[src/rtl/joy_pkg.sv]
// Shared types and constants for the DB15 joystick serial responder.
package joy_pkg;
    typedef enum logic [1:0] {IDLE, LOAD, LOADED, SHIFT} joy_state_e;

    localparam int JOY_W = 12;

    localparam int JOY_RIGHT = 0;
    localparam int JOY_LEFT  = 1;
    localparam int JOY_DOWN  = 2;
    localparam int JOY_UP    = 3;
    localparam int JOY_BTN0  = 4;
endpackage

[src/rtl/joy_sync_edge.sv]
// Two-flop synchronizer plus registered rise detect for one host line.
// JOY_DB15_TX_FILTER_EN inserts a 3-sample majority filter after the synchronizer.
module joy_sync_edge (
    input  logic clk,
    input  logic rst_n,
    input  logic din,
    output logic lvl,
    output logic rise
);
    logic s1, s2, filt;

`ifdef JOY_DB15_TX_FILTER_EN
    logic [2:0] hist;

    always_ff @(posedge clk or negedge rst_n) begin
        if (!rst_n) hist <= 3'b111;
        else        hist <= {hist[1:0], s2};
    end

    assign filt = (hist[0] & hist[1]) | (hist[0] & hist[2]) | (hist[1] & hist[2]);
`else
    assign filt = s2;
`endif

    // Lines idle high, so everything resets to 1 and no spurious edge follows reset.
    always_ff @(posedge clk or negedge rst_n) begin
        if (!rst_n) begin
            s1   <= 1'b1;
            s2   <= 1'b1;
            lvl  <= 1'b1;
            rise <= 1'b0;
        end else begin
            s1   <= din;
            s2   <= s1;
            lvl  <= filt;
            rise <= filt & ~lvl;
        end
    end
endmodule

[src/rtl/joy_db15_tx.sv]
// DB15 joystick adapter: parallel-load two player words on joy_load, shift out on joy_clk.
// Optional glitch filter on the host lines via JOY_DB15_TX_FILTER_EN.
module joy_db15_tx
    import joy_pkg::*;
#(
    parameter int NBITS   = 24,
    parameter int TIMEOUT = 4096
) (
    input  logic             clk,
    input  logic             Reset_n,
    input  logic [JOY_W-1:0] joystick1,
    input  logic [JOY_W-1:0] joystick2,
    input  logic             joy_load,
    input  logic             joy_clk,
    output logic             joy_data,
    output logic             frame_done,
    output logic             busy
);
    localparam int CNT_W  = $clog2(NBITS + 1);
    localparam int IDLE_W = $clog2(TIMEOUT + 1);

    joy_state_e        state, state_n;
    logic [NBITS-1:0]  sr, sr_n;
    logic [CNT_W-1:0]  cnt, cnt_n;
    logic [IDLE_W-1:0] idle_cnt, idle_n;
    logic              done_n;
    logic              ld_lvl, ld_rise, ck_lvl, ck_rise;

    joy_sync_edge u_load (.clk(clk), .rst_n(Reset_n), .din(joy_load), .lvl(ld_lvl), .rise(ld_rise));
    joy_sync_edge u_clk  (.clk(clk), .rst_n(Reset_n), .din(joy_clk),  .lvl(ck_lvl), .rise(ck_rise));

    always_ff @(posedge clk or negedge Reset_n) begin
        if (!Reset_n) begin
            state      <= IDLE;
            sr         <= '1;
            cnt        <= '0;
            idle_cnt   <= '0;
            frame_done <= 1'b0;
        end else begin
            state      <= state_n;
            sr         <= sr_n;
            cnt        <= cnt_n;
            idle_cnt   <= idle_n;
            frame_done <= done_n;
        end
    end

    always_comb begin
        state_n = state;
        sr_n    = sr;
        cnt_n   = cnt;
        idle_n  = idle_cnt;
        done_n  = 1'b0;
        // Load outranks everything, including a shift edge in the same cycle.
        if (!ld_lvl) begin
            state_n = LOAD;
            sr_n    = ~NBITS'({joystick2, joystick1});
            cnt_n   = '0;
            idle_n  = '0;
        end else begin
            case (state)
                IDLE: begin
                    sr_n   = '1;
                    cnt_n  = '0;
                    idle_n = '0;
                end
                LOAD: begin
                    state_n = LOADED;
                    idle_n  = '0;
                end
                LOADED, SHIFT: begin
                    if (ck_rise) begin
                        sr_n   = {1'b1, sr[NBITS-1:1]};
                        cnt_n  = cnt + 1'b1;
                        idle_n = '0;
                        state_n = SHIFT;
                        if (cnt_n == CNT_W'(NBITS)) begin
                            state_n = IDLE;
                            sr_n    = '1;
                            cnt_n   = '0;
                            done_n  = 1'b1;
                        end
                    end else if (idle_cnt == IDLE_W'(TIMEOUT)) begin
                        state_n = IDLE;
                        sr_n    = '1;
                        cnt_n   = '0;
                        idle_n  = '0;
                    end else begin
                        idle_n = idle_cnt + 1'b1;
                    end
                end
                default: state_n = IDLE;
            endcase
        end
    end

    assign joy_data = (state == IDLE) ? 1'b1 : sr[0];
    assign busy     = (state != IDLE);

    // The level outputs are only needed for load priority; tie off the clock one.
    logic unused_ok;
    assign unused_ok = ck_lvl ^ ld_rise;
endmodule

[config.mk]
export PLATFORM = sky130hd
export DESIGN_NAME = joy_db15_tx
export DESIGN_NICKNAME = d
export VERILOG_FILES = /design/src/rtl/joy_pkg.sv /design/src/rtl/joy_sync_edge.sv /design/src/rtl/joy_db15_tx.sv
export SDC_FILE = /design/constraint.sdc
export NUM_CORES = 1
export LEC_CHECK = 0
export CORE_MARGIN = 2
export CORE_UTILIZATION = 50
export CTS_CLUSTER_SIZE = 40
export DETAILED_ROUTE_END_ITERATION = 12
export PLACE_DENSITY = 0.7
export SYNTH_ARGS = -nofsm -noshare
export SYNTH_HDL_FRONTEND = slang
export SYNTH_SLANG_ARGS = --single-unit
[constraint.sdc]
create_clock -name clk -period 2.4 [get_ports clk]
set_input_delay 0.24 -clock clk [delete_from_list [all_inputs] [get_ports clk]]
set_output_delay 0.24 -clock clk [all_outputs]
set_load 0.03 [all_outputs]
* Yosys cells after proc, flatten, opt, wreduce, memory -nomap -nowiden
Cells that the tools add are included.
** Operators by class
- Add/subtract/negate cells :: 2
- Equal/unequal tests :: 8
- Multiplexer cells :: 24
- Bitwise logic cells :: 3
- Reductions and logical operators :: 6
** Operator list (number)
- $mux 24 :: 3
- $pmux 24 s2 :: 1
- $mux 13 :: 3
- $pmux 13 s2 :: 1
- $not 24->24 :: 1
- $mux 23 :: 1
- $mux 5 :: 4
- $add 13x1->13 const B :: 1
- $eq 13x13->1 const B :: 1
- $pmux 5 s2 :: 1
- $mux 2 :: 4
- $ne 3x3->1 const B :: 2
- $add 5x1->5 const B :: 1
- $eq 5x5->1 const B :: 1
- $mux 1 :: 5
- $eq 2x2->1 const B :: 2
- $ne 4x3->1 const B :: 1
- $pmux 2 s2 :: 1
- $reduce_and 2->1 :: 2
- $reduce_or 2->1 :: 2
- $eq 2x1->1 const B :: 1
- $logic_not 2->1 :: 1
- $reduce_bool 2->1 :: 1
- $and 1x1->1 :: 1
- $not 1->1 :: 1
** Storage, ports and cells
- Register bits :: 52
- Input port bits :: 28
- Output and inout port bits :: 3

* Logic depth before layout (Yosys ltp)
Gate-level depths: netlist of run 1.
- Word-level depth :: 6
- Gate-level depth with buffers :: 8
- Depth with buffers taken out :: 6

* Cells and area by module
Synthesis of run 1 repeated with hierarchy kept, for this count alone.
** Unflattened totals
- Cells, all modules :: 254
- Area total of the unflattened synthesis :: 2484.9 um^2
** Modules (own cells, without submodules)
- joy_db15_tx :: times used 1, cells each 244, area each 2249.7 um^2
- joy_sync_edge :: times used 2, cells each 5, area each 117.6 um^2

* Least setup slack after synthesis of run 1
OpenSTA, ideal clock, no wires.
- Path type :: register to register
- Start :: register idle_cnt[0]
- End :: register cnt[1]
- Arrival :: 1.681 ns
- Required time :: 2.279 ns
- Path slack :: 0.598 ns
- Stages on the path, launching flop included :: 9
- Clock period less this slack :: 1.802 ns
- Cell sequence :: dfrtp_1 inv_1 ha_1 nor4b_2 a31oi_2 or2_1 buf_6 buf_8 a22o_1
** On the way
- Word-level cells in the longest chain between the ends :: 3
** RTL lines
- start, declared :: RTL line joy_db15_tx.sv:25 : logic [IDLE_W-1:0] idle_cnt, idle_n;
- start signal, assigned :: RTL line joy_db15_tx.sv:43 : idle_cnt <= idle_n;
- $eq 13x13->1 :: RTL line joy_db15_tx.sv:83 : end else if (idle_cnt == IDLE_W'(TIMEOUT)) begin
- $ne 4x3->1 (no source line)
- $reduce_and 2->1 (no source line)
- end signal, assigned :: RTL line joy_db15_tx.sv:42 : cnt <= cnt_n;
- end, declared :: RTL line joy_db15_tx.sv:24 : logic [CNT_W-1:0] cnt, cnt_n;
Every way passes these cells.
A chain may end at the register's enable or synchronous reset.

* Worst setup path after layout of run 1
- Start :: register idle_cnt[0]
- End :: register sr[17]
** On the way
- Word-level cells in the longest chain between the ends :: 3
** RTL lines
- $eq 13x13->1 :: RTL line joy_db15_tx.sv:83
- $ne 4x3->1 (no source line)
- $reduce_and 2->1 (no source line)
- end signal, assigned :: RTL line joy_db15_tx.sv:41 : sr <= sr_n;
- end, declared :: RTL line joy_db15_tx.sv:23 : logic [NBITS-1:0] sr, sr_n;
Every way passes these cells.

==> results of run 1 <==
-- layout make-up --
cell class                 count  area, sq um  area share (%)
sequential                    52         1340            44.1
multi-input combinational    154         1130            37.3
timing repair buffer          38          368            12.1
clock buffer                   8         90.1            2.97
tap                           70         87.6            2.88
inverter                       5         18.8           0.618
-- per-stage QoR --
stage          setup slack [ns]  util [%]  hold slack [ns]  power (mW)
2_1_floorplan             0.598         -          -0.0556        1.32
3_3_place_gp              0.371      58.4            0.346        1.42
3_5_place_dp              0.291      58.4            0.347        1.43
4_1_cts                   0.271      60.2           0.0272        1.94
5_1_grt                   0.132      60.2           0.0646        2.02
6_report                  0.267      60.2         -0.00334        1.91
-- power groups by stage --
stage	clock [mW]	sequential, mW	combinational (mW)
after global placement	0	1.11	0.312
after detailed placement	0	1.11	0.319
final	0.496	1.10	0.315
after CTS	0.520	1.10	0.320
after global routing	0.559	1.11	0.348
after floorplan	0	1.09	0.223
-- cells in the mapped netlist, types with 3 or more instances --
master    number  share of area, %
a211o_1       24               8.1
inv_1          4              0.58
clkbuf_1      13               1.9
xnor2_1        6               2.0
xor2_1         3               1.0
a32o_1        23               8.9
nand3_1       10               1.9
dfrtp_1       22                21
o21ai_0        4              0.77
ha_1           3               1.5
nor3_1         3              0.58
nand4_1        3              0.73
a21oi_1       29               5.6
nor2_1        13               1.9
dfstp_2       30                30
and2_1         3              0.73
-- metal layers --
metal	part of all wire (%)	vias up	global-route usage (%)
met3	4.7	4	3.69
met4	1.0	0	5.45
met5	0	-	0
li1	-	931	-
met1	48	967	26.5
met2	46	52	28.1
-- worst max path at each step --
stage	from	to	slack [ns]	depth (start not counted)
after global placement	idle_cnt[0]	sr[16]	0.37	7
after CTS	idle_cnt[0]	sr[17]	0.27	7
after global routing	idle_cnt[0]	sr[18]	0.13	7
after floorplan	idle_cnt[0]	cnt[1]	0.60	8
final	idle_cnt[0]	sr[17]	0.27	7
after detailed placement	idle_cnt[0]	sr[2]	0.29	7
-- registers in the layout, summed over array words and instances, names as in the netlist --
name / count
u_load.s1: 1
u_clk.s1: 1
u_clk.lvl: 1
u_clk.rise: 1
u_load.lvl: 1
cnt: 5
u_clk.filt: 1
u_load.filt: 1
sr: 24
state: 2
idle_cnt: 13
frame_done: 1
-- cells by family after synthesis --
family	share of synthesized area, %
AOI/OAI and AO/OA	27.3
xor gates and xnor gates	3.05
adders and majority gates	1.45
buffers and inverters	4.40
DFF	51.8
muxes	0.387
and+or+nand+nor	11.7
-- worst register-to-register path: cells and delay by family, from the launching register on --
kind	cells	cell delay, ns
and+or+nand+nor	2	0.69
adders and majority gates	1	0.13
DFF	1	0.46
buffers and inverters	2	0.36
AOI/OAI and AO/OA	2	0.42
-- cells in the final DEF (no fill, tap or decap), drive strengths merged, types with 2 or more instances in the layout --
cell type / instances
dfstp: 30
a21oi: 29
clkdlybuf4s50: 29
a211o: 24
a32o: 23
dfrtp: 22
nor2: 13
nand3: 10
buf: 9
clkbuf: 8
xnor2: 6
inv: 5
o21ai: 4
and2: 4
nand4: 3
nor3: 3
xor2: 3
ha: 3
and3: 3
nand2b: 2
nand2: 2
a21o: 2
nor4: 2
nor4b: 2
or2: 2
==> results.py, run 1 <==
metrics = {
    "outcome": {
        "status": "finished, violations left",
        "violations": "negative hold slack",
    },
    "timing": {
        "hold_violations": 4,
        "slew_headroom_pct": 50.8,
        "worst_slew_pin_slew_ns": 0.738,
        "finalSetupTns_ns": 0,
        "fmax_mhz": 469,
        "rsz0062_at_grt": "false",
        "skew_ns": 0.00817,
        "whs_ns": -0.00334,
        "report.final.slew_viol_count": 0,
        "final-setup-viol-count": 0,
        "post-route-period-util_pct": 88.9,
        "timing.final.crit_period_ns": 2.13,
    },
    "cts": {
        "cts_root_buffer": "clkbuf_8",
        "htree_levels": 2,
        "cts_buffers": 5,
        "cts_tree": "yes",
        "cts_resized": 0,
        "cts_buffer_depth": 2,
        "clk_latency_ns": 0.29,
        "clk_pin_slew_ns": 0.09,
        "numClockSinks": 52,
        "post_cts_buffers": 0,
        "cts_hold_buf": 0,
    },
    "synth": {
        "ys.flop_type": "dfstp_2",
        "async_flop_share_pct": 100,
        "synth_edf_count": 0,
        "synth.avg_cell_area_sq_um": 11.3,
        "ys_ff_latch": 52,
        "yosysSeqAreaShare_pct": 51.8,
        "syn_inst": 228,
        "syn_nets": 259,
        "yosys_warnings": 0,
        "synth_area_sq_um": 2590,
        "ys_types": 46,
    },
    "die": {
        "die_y_um": 75.9,
        "die_area_sq_um": 5760,
        "core_area_sq_um": 5040,
        "std_cell_rows": 26,
        "initial_core_util_pct": 51.3,
        "die_w_um": 75.9,
        "ios": 31,
    },
    "pwr": {
        "p_seq_share_pct": 57.5,
        "switchingPower_mw": 0.475,
        "leakagePower_nw": 1.11,
        "power_frac_comb_pct": 16.5,
        "max-vdd-ir-drop_uv": 356,
        "p_per_area_nw_per_um2": 628,
        "switching_share_pct": 24.9,
        "p_clk_share_pct": 26.0,
        "p_int_mw": 1.43,
    },
    "setup_path": {
        "start_kind": "flop",
        "crit_fanout": 15,
        "worstSetupPathType": "flop to flop",
        "cp.buffers_inverters": 2,
        "r2r-start": "idle_cnt[0]",
        "critPathArrivalTime_ns": 2.35,
        "setup.worst_path.end_class": "flop",
        "crit_slowest_cell": "dfrtp_1",
        "worst-r2r-setup-slack_ns": 0.27,
        "r2r_end": "sr[17]",
        "slowest_delay_ns": 0.46,
        "crit_chain": "inv_1 -> ha_1 -> nor4b_2 -> a31oi_2 -> or2_1 -> buf_4 -> a32o_1",
        "worst_r2r_path_depth": 7,
        "critPathTopFamily": "simple AND/OR/NAND/NOR gates",
        "cp.required_ns": 2.62,
    },
    "finish": {
        "antennaDiodeCount": 0,
        "stdcell_area_sq_um": 3040,
        "stdcell_count": 327,
        "area_growth_pct": 17.4,
        "fillers": 445,
        "final_layout_size_suffix_gt1_share_pct": 21.8,
        "final_net_count": 287,
    },
    "placed_design": {
        "port_buffers": 30,
        "gp_congestion": 0.792,
        "placed_area_sq_um": 2950,
        "dp.cells": 319,
        "hpwl_um": 3380,
    },
    "routing": {
        "drt-total-wl_um": 5100,
        "drt_pre_antenna_iters": 4,
        "vias": 1954,
        "drc_errors": 0,
        "drt-initial-drc-count": 165,
        "routed_via_density": 5.98,
        "avgRoutedWirePerCell_um": 15.6,
        "ant_nets": 0,
    },
    "min_path": {
        "hold_path.class": "input pin to asynchronous set/reset pin",
    },
    "grt": {
        "grt_pass1_wl_um": 8650,
        "grt_start_max_net_pins": 36,
        "antenna_found_initial": 0,
        "grt_use_total_pct": 18.4,
        "overflow": 0,
        "first_global_vias": 1776,
    },
    "run": {
        "maxCapViolCount": 0,
    },
}
(Power assumes the default switching activity.)
==> run 2: changes to the inputs <==
- CORE_UTILIZATION: 50 -> 55
- PLACE_DENSITY: 0.7 -> 0.76
- SKIP_LAST_GASP: not set -> 1
==> results.py, run 2 (synthesized netlist as in run 1, its figures left out) <==
metrics = {
    "outcome": {
        "status": "completed",
    },
    "routing": {
        "ant_nets": 0,
        "avgRoutedWirePerCell_um": 16.9,
        "drc_errors": 0,
        "drt-initial-drc-count": 154,
        "routed_via_density": 6.31,
        "vias": 1962,
        "drt_pre_antenna_iters": 4,
        "drt-total-wl_um": 5260,
    },
    "die": {
        "die_w_um": 72.6,
        "std_cell_rows": 24,
        "die_y_um": 72.6,
        "ios": 31,
        "die_area_sq_um": 5270,
        "core_area_sq_um": 4440,
        "initial_core_util_pct": 58.2,
    },
    "setup_path": {
        "crit_slowest_cell": "dfrtp_1",
        "slowest_delay_ns": 0.46,
        "start_kind": "flop",
        "crit_fanout": 16,
        "critPathTopFamily": "simple AND/OR/NAND/NOR gates",
        "cp.buffers_inverters": 2,
        "crit_chain": "inv_1 -> ha_1 -> nor4b_2 -> a31oi_2 -> or2_1 -> buf_4 -> a32o_1",
        "cp.required_ns": 2.64,
        "worstSetupPathType": "flop to flop",
        "critPathArrivalTime_ns": 2.36,
        "setup.worst_path.end_class": "flop",
    },
    "finish": {
        "layout_commonest_cell": "dfstp_2",
        "stdcell_area_sq_um": 3030,
        "antennaDiodeCount": 0,
        "final_net_count": 289,
        "stdcell_count": 311,
        "final_layout_size_suffix_gt1_share_pct": 22.8,
        "largest_reg_flops": 24,
        "area_growth_pct": 17.3,
        "regMostFlops": "sr",
        "mostFrequentLayoutCells": "30 x dfstp_2, 29 x a21oi_1, 29 x clkdlybuf4s50_1",
        "largest_registers": "sr x24, idle_cnt x13, cnt x5",
        "fin_util_pct": 68.3,
        "fillers": 360,
    },
    "cts": {
        "htree_levels": 2,
        "cts_resized": 0,
        "cts_buffer_depth": 2,
        "numClockSinks": 52,
        "cts_tree": "yes",
        "clk_pin_slew_ns": 0.09,
        "clk_latency_ns": 0.32,
        "cts_root_buffer": "clkbuf_8",
        "cts_buffers": 5,
    },
    "pwr": {
        "p_per_area_nw_per_um2": 638,
        "leakagePower_nw": 1.13,
        "max-vdd-ir-drop_uv": 413,
    },
    "placed_design": {
        "placed_area_sq_um": 2930,
        "hpwl_um": 3390,
        "dp.cells": 302,
        "gp_congestion": 0.805,
        "port_buffers": 30,
    },
    "timing": {
        "report.final.slew_viol_count": 0,
        "finalSetupTns_ns": 0,
        "slew_headroom_pct": 56.0,
        "rsz0062_at_grt": "false",
        "hold_violations": 0,
        "fmax_mhz": 472,
        "whs_ns": 0.324,
        "timing.final.crit_period_ns": 2.12,
        "skew_ns": 0.00952,
        "worst_slew_pin_slew_ns": 0.660,
        "final-setup-viol-count": 0,
        "post-route-period-util_pct": 88.3,
    },
    "grt": {
        "grt_use_total_pct": 21.5,
        "first_global_vias": 1829,
        "grt_start_max_net_pins": 31,
        "overflow": 0,
        "grt_pass1_wl_um": 8810,
        "antenna_found_initial": 0,
    },
    "run": {
        "maxCapViolCount": 0,
    },
    "min_path": {
        "hold_path.class": "input pin to flop",
    },
}
run 2: timing repair:
item | 4_1_cts | 5_1_grt
setup buffers | 0 | 0
hold endpoints to repair | 22 | 0
hold buffers | 1 | 0
run 2: path summary, 6_finish.rpt:
kind | to | start | slack (ns) | depth (start not counted)
hold / removal | u_load.s1 | joy_load | 0.32 | 1
min in group asynchronous | idle_cnt[12] | Reset_n | 0.49 | 2
setup reg to reg | sr[22] | idle_cnt[0] | 0.28 | 7
setup / recovery | sr[22] | idle_cnt[0] | 0.28 | 7
hold reg to reg | u_clk.filt | u_clk.s1 | 0.36 | 0
max in group asynchronous | sr[22] | Reset_n | 1.19 | 3
run 2: power by group:
part | total [mW] | switching [mW] | internal [mW]
logic | 0.322 | 0.156 | 0.166
registers | 1.10 | 0.0592 | 1.04
clock network | 0.519 | 0.289 | 0.231
run 2: stage by stage:
stage / worst slack [ns] / power [mW]
6_report: 0.281 / 1.94
5_1_grt: 0.170 / 2.03
4_1_cts: 0.281 / 1.95
3_5_place_dp: 0.308 / 1.43
3_3_place_gp: 0.408 / 1.42
2_1_floorplan: 0.598 / 1.32
run 2: layout make-up:
cell class	count	area (sq um)	area share [%]
Inverter	5	18.8	0.619
Timing Repair Buffer	40	385	12.7
Clock inverter	2	10.0	0.330
Sequential cell	52	1340	44.1
Tap cell	52	65.1	2.14
Multi-Input combinational cell	154	1130	37.4
Clock buffer	6	82.6	2.72
run 2: routing by layer:
layer	GRT usage (%)	up-vias	routed length [um]
met2	30.1	54	2360
met4	6.38	0	56
li1	-	938	-
met5	0	-	0
met1	32.7	965	2560
met3	5.80	5	274
run 2: worst reg2reg max path: cells and delay by family (launching register included):
family	cells	cell delay, ns
AO/OA/AOI/OAI	2	0.43
adder cells (fa/ha/maj)	1	0.14
buffers and inverters	2	0.35
flip-flops	1	0.46
AND/OR/NAND/NOR	2	0.67
==> run 3: changes to the inputs <==
- CTS_CLUSTER_SIZE: 40 -> 20
- TNS_END_PERCENT: not set -> 20
==> results of run 3 <==
No change in the layout: final DEF, timing and power equal those of run 2.
